<file path="src/rtl/mem_port_arbiter.sv">
// mem_port_arbiter: shares the single MMU memory port between instruction
// fetch (IF) and the data memory unit (DM).
//
// Arbitration is combinational and fixed-priority (DM first). An
// anti-starvation counter forces an IF win once IF has been denied
// STARVE_LIMIT consecutive cycles while requesting. A grant may issue every
// cycle. The memory is synchronous, so the response (read data or write ack)
// appears exactly one cycle after the grant. A small response-owner FSM
// remembers which requester that response belongs to.
//
// Ports:
//   clk, reset                  clock, asynchronous active-high reset
//   if_req/if_addr              IF read request (held until if_gnt)
//   if_gnt                      IF accepted this cycle (combinational)
//   if_rvalid/if_rdata          IF read response, one cycle after if_gnt
//   dm_req/dm_addr/dm_we/dm_wdata  DM request (held until dm_gnt)
//   dm_gnt                      DM accepted this cycle (combinational)
//   dm_rvalid/dm_rdata          DM read data or write ack (rdata 0 on ack)
//   mem_addr/mem_we/mem_wdata   MMU request side
//   mem_rdata                   MMU read data, valid one cycle after address
//
// Optional build macro MEM_ARB_STATS_EN adds the statistics outputs
// stat_if_grants, stat_dm_grants and stat_conflicts (CNT_W bits each,
// wrapping counters).
module mem_port_arbiter #(
  parameter int ADDR_W       = 32,
  parameter int DATA_W       = 32,
  parameter int STARVE_LIMIT = 4,
  parameter int CNT_W        = 16
) (
  input  logic              clk,
  input  logic              reset,
  input  logic              if_req,
  input  logic [ADDR_W-1:0] if_addr,
  output logic              if_gnt,
  output logic              if_rvalid,
  output logic [DATA_W-1:0] if_rdata,
  input  logic              dm_req,
  input  logic [ADDR_W-1:0] dm_addr,
  input  logic              dm_we,
  input  logic [DATA_W-1:0] dm_wdata,
  output logic              dm_gnt,
  output logic              dm_rvalid,
  output logic [DATA_W-1:0] dm_rdata,
  output logic [ADDR_W-1:0] mem_addr,
  output logic              mem_we,
  output logic [DATA_W-1:0] mem_wdata,
  input  logic [DATA_W-1:0] mem_rdata
`ifdef MEM_ARB_STATS_EN
  ,
  output logic [CNT_W-1:0]  stat_if_grants,
  output logic [CNT_W-1:0]  stat_dm_grants,
  output logic [CNT_W-1:0]  stat_conflicts
`endif
);

  localparam int SC_W = $clog2(STARVE_LIMIT + 1);
  localparam logic [SC_W-1:0] STARVE_MAX = SC_W'(STARVE_LIMIT);

  // Response owner for the cycle after a grant.
  localparam logic [1:0] IDLE    = 2'd0;
  localparam logic [1:0] RESP_IF = 2'd1;
  localparam logic [1:0] RESP_DM = 2'd2;

  logic [1:0]      state;
  logic            resp_we;     // DM grant that produced this response was a write
  logic [SC_W-1:0] starve_cnt;
  logic            if_win, dm_win;

  // Grants are masked while reset is high so every output reads 0 in reset.
  always_comb begin
    if_win = !reset && if_req && (!dm_req || (starve_cnt == STARVE_MAX));
    dm_win = !reset && dm_req && !if_win;
  end

  assign if_gnt    = if_win;
  assign dm_gnt    = dm_win;
  assign mem_addr  = dm_win ? dm_addr  : (if_win ? if_addr : '0);
  assign mem_we    = dm_win & dm_we;
  assign mem_wdata = dm_win ? dm_wdata : '0;

  assign if_rvalid = (state == RESP_IF);
  assign dm_rvalid = (state == RESP_DM);
  assign if_rdata  = if_rvalid ? mem_rdata : '0;
  assign dm_rdata  = (dm_rvalid && !resp_we) ? mem_rdata : '0;

  always_ff @(posedge clk or posedge reset) begin
    if (reset) begin
      state      <= IDLE;
      resp_we    <= 1'b0;
      starve_cnt <= '0;
    end else begin
      state   <= if_win ? RESP_IF : (dm_win ? RESP_DM : IDLE);
      resp_we <= dm_win & dm_we;
      // Counts consecutive lost cycles; saturates so the forced win holds
      // until IF is actually granted.
      if (!if_req || if_win)
        starve_cnt <= '0;
      else if (starve_cnt != STARVE_MAX)
        starve_cnt <= starve_cnt + 1'b1;
    end
  end

`ifdef MEM_ARB_STATS_EN
  always_ff @(posedge clk or posedge reset) begin
    if (reset) begin
      stat_if_grants <= '0;
      stat_dm_grants <= '0;
      stat_conflicts <= '0;
    end else begin
      if (if_win)           stat_if_grants <= stat_if_grants + 1'b1;
      if (dm_win)           stat_dm_grants <= stat_dm_grants + 1'b1;
      if (if_req && dm_req) stat_conflicts <= stat_conflicts + 1'b1;
    end
  end
`endif

endmodule

</file>
<file path="config.mk">
export PLATFORM = sky130hd
export DESIGN_NAME = mem_port_arbiter
export DESIGN_NICKNAME = d
export VERILOG_FILES = /design/src/rtl/mem_port_arbiter.sv
export SDC_FILE = /design/constraint.sdc
export NUM_CORES = 1
export LEC_CHECK = 0
export CORE_AREA = 2 2 102 104
export DETAILED_ROUTE_END_ITERATION = 6
export DIE_AREA = 0 0 104 106
export GPL_TIMING_DRIVEN = 1
export PLACE_DENSITY_LB_ADDON = 0.2
export SLEW_MARGIN = 20
export SYNTH_ARGS = -nofsm -noshare
export SYNTH_HDL_FRONTEND = slang
export SYNTH_SLANG_ARGS = --single-unit
</file>
<file path="constraint.sdc">
create_clock -name clk -period 2.05 [get_ports clk]
set_input_delay 0.3075 -clock clk [delete_from_list [all_inputs] [get_ports clk]]
set_output_delay 0.3075 -clock clk [all_outputs]
set_load 0.01 [all_outputs]
</file>
==> flow_summary_export.csv <==
group,metric,value,unit
cells_and_area,finalInstanceArea,4200,µm²
power,peakVddDrop,0.154,mV
place,place.gp.congestion,0.790,
global_route,antenna_found_initial,0,
logic_synthesis,synth_fp_nets,309,
worst_setup_path,r2r_start,"starve_cnt[0]",
worst_setup_path,end_kind,"primary output",
global_route,grt_first_pass_wirelength,11.9,mm
flow_run,maxCapViolations,0,
logic_synthesis,netlist_instances,174,
place,dpl_cell_area,4220,µm²
worst_setup_path,path_cells,"inv_2, ha_4, nand3_2, and3_4, buf_6, buf_6, a22o_1, buf_2",
worst_setup_path,r2r_end,"resp_we",
detailed_routing,drt_iter0_markers,84,
place,dp_hpwl,6.88,mm
global_route,grt_util_all_layers,0.133,
cells_and_area,fin_nets,595,
die,die_x,104,µm
cells_and_area,diodes,0,
worst_setup_path,r2r_slack,0.50,ns
worst_setup_path,critPathTopFamily,"buffers and inverters",
power,p_leak,0.00201,µW
power,power_density,243,nW/µm²
clocking,cts_root_buf,"clkbuf_8",
detailed_routing,vias,2342,
global_route,overflow,0,
timing,setup_viol,13,
detailed_routing,viasPerCell,3.94,
timing,hold_viol_final,0,
detailed_routing,drc_errors,0,
worst_setup_path,path_buf_inv,4,
clocking,cts_buffers,3,
timing,slew_violations,0,
timing,period_needed,2.11,ns
worst_setup_path,cpPeakStageDelay,0.37,ns
timing,max_slew.worst_pin.slew,0.223,ns
clocking,clockBufferDepth,2,
worst_setup_path,crit_fanout,8,
logic_synthesis,yosysUniqueCellTypes,24,
detailed_routing,first_pass_iters,4,
timing,setup_slack,-0.0577,ns
timing,clock_skew,0.00425,ns
die,die-area,11000,µm²
timing,slew_headroom,0.851,
logic_synthesis,syn_area,1290,µm²
detailed_routing,post_drt_wl_per_cell,13.7,µm
outcome,violations,"negative setup slack",
detailed_routing,finalWirelength,8.14,mm
worst_setup_path,path_class,"reg2out",
die,core_area,10000,µm²
die,start_util,0.129,
worst_setup_path,cp_slowest_cell,"dfrtp_1",
die,io_pins,266,
cells_and_area,synthToLayoutAreaGrowth,225,%
logic_synthesis,yosysWarnings,0,
timing,max_freq,474,MHz
place,numPortBuffers,265,
cells_and_area,nFillCells,1056,
clocking,clock-sinks,6,
clocking,clock_latency,0.22,ns
clocking,clk_pin_slew,0.04,ns
place,place_ws,-0.335,ns
clocking,cts_tree,"yes",
global_route,grt_max_degree,34,
worst_setup_path,arrival,1.80,ns
worst_setup_path,reg2reg_depth,7,
timing,period_share,1.03,
detailed_routing,route.antenna.remaining_nets,0,
logic_synthesis,ys_ff_latch,6,
clocking,htree_levels,1,
worst_setup_path,critical_path.most_common_cell,"buf_6",
logic_synthesis,synth.avg_cell_area,7.43,µm²
cells_and_area,drive_gt1_frac,0.253,
global_route,grt_pass1_vias,2324,
power,total_power,1020,µW
die,placementRows,37,
worst_setup_path,start_kind,"register",
hold_path,hp-class,"in2async",
die,die_h,106,µm
outcome,outcome,"finished with violations",
logic_synthesis,synth-seq-area-share,0.116,
worst_setup_path,worstPathRequired,1.74,ns
timing,grt_setup_unrepaired,"true",
-- cells in the mapped netlist, drive strengths merged --
cell type / instances / share of area
nand2: 1 / 0.0029
inv: 3 / 0.0087
o211ai: 2 / 0.012
o221ai: 1 / 0.0068
and3: 2 / 0.014
a21boi: 2 / 0.012
and2: 97 / 0.47
buf: 7 / 0.042
a22o: 32 / 0.22
and2b: 1 / 0.0058
a21oi: 2 / 0.011
nand4: 2 / 0.0097
dfrtp: 6 / 0.12
nand3: 1 / 0.0039
mux2: 1 / 0.0087
nand2b: 1 / 0.0048
nor2b: 2 / 0.0097
ha: 2 / 0.019
clkbuf: 9 / 0.028
-- state kept, by name, summed over array words and instances, names as in the netlist --
register,cells
resp_we,1
state,2
starve_cnt,3
-- cells by family after synthesis --
| family | synth area share |
|---|---|
| AND/OR/NAND/NOR | 0.520 |
| flip-flops | 0.116 |
| adder cells (fa/ha/maj) | 0.0194 |
| buffers and inverters | 0.0784 |
| AO/OA/AOI/OAI | 0.257 |
| multiplexers | 0.00871 |
-- per-stage QoR --
step / instances / TNS (ns) / utilization / hold WS [ns]
floorplan: 174 / 0 / - / 0.0763
global placement: 578 / -16.84 / 0.422 / 0.545
detailed placement: 578 / -17.95 / 0.422 / 0.551
CTS: 594 / -0.466 / 0.423 / 0.432
global route: 594 / -1.88 / 0.420 / 0.472
finish: 594 / -0.440 / 0.420 / 0.425
-- layout make-up --
type | count | area (µm²) | area share
timing repair buffer | 297 | 2740 | 0.653
sequential | 6 | 150 | 0.0358
tap | 136 | 170 | 0.0405
multi-input combinational | 149 | 1090 | 0.259
clock buffer | 3 | 41.3 | 0.00983
inverter | 3 | 11.3 | 0.00268
-- power by group --
group	leakage, µW	total, µW	switching [µW]	internal, µW
clock	0.0000216	177	51.0	126
sequential	0.0000800	130	4.18	125
combinational	0.00191	715	239	476
total	0.00201	1020	294	728
-- cell usage in the layout (no fill, tap or decap), types with 2 or more instances in the layout --
| cell | Yosys | routed |
|---|---|---|
| a21boi_0 | 2 | 2 |
| a22o_1 | 32 | 32 |
| and2_1 | 97 | 92 |
| and2_4 | 0 | 5 |
| buf_12 | 0 | 6 |
| buf_2 | 4 | 42 |
| buf_4 | 0 | 14 |
| buf_6 | 3 | 18 |
| clkbuf_2 | 2 | 14 |
| clkbuf_8 | 0 | 3 |
| clkdlybuf4s50_1 | 0 | 164 |
| dfrtp_1 | 6 | 6 |
| dlygate4sd2_1 | 0 | 36 |
| inv_2 | 1 | 3 |
| nand4_1 | 2 | 2 |
| nor2b_2 | 0 | 2 |
| o211ai_1 | 2 | 2 |
-- worst register-to-register path: stages (launching register included) --
cell and delay (ns):
dfrtp_1 0.37, inv_2 0.09, ha_4 0.16, nand3_2 0.08, and3_4 0.26, buf_12 0.16
and2_1 0.18, buf_4 0.13
-- worst max path at each step --
stage                     depth (start not counted)          start           end
after floorplan                                   7  starve_cnt[0]  mem_addr[15]
after global placement                            6         if_req  mem_addr[15]
after detailed placement                          6         if_req  mem_addr[22]
after CTS                                         7  starve_cnt[1]  mem_wdata[9]
after global routing                              8  starve_cnt[0]   mem_addr[6]
final                                             8  starve_cnt[0]   mem_addr[6]
-- what timing repair did --
action | 4_1_cts | 5_1_grt
endpoints found under the setup margin | 99 | 63
hold buffers | 0 | 0
pin swaps | 11 | 29
hold endpoints to repair | 0 | 0
gates resized for setup | 271 | 47
buffers inserted | 10 | 1
gates cloned | 3 | 0
-- layer usage --
metal | global-route usage | vias up | routed length (µm) | part of all wire
met1 | 0.128 | 1015 | 2820 | 0.35
met4 | 0.0203 | 0 | 46 | 0.0057
li1 | - | 1162 | - | -
met2 | 0.281 | 161 | 4400 | 0.54
met3 | 0.0386 | 4 | 870 | 0.11
met5 | 0 | - | 0 | 0
Power figures use the tool's default switching activity.
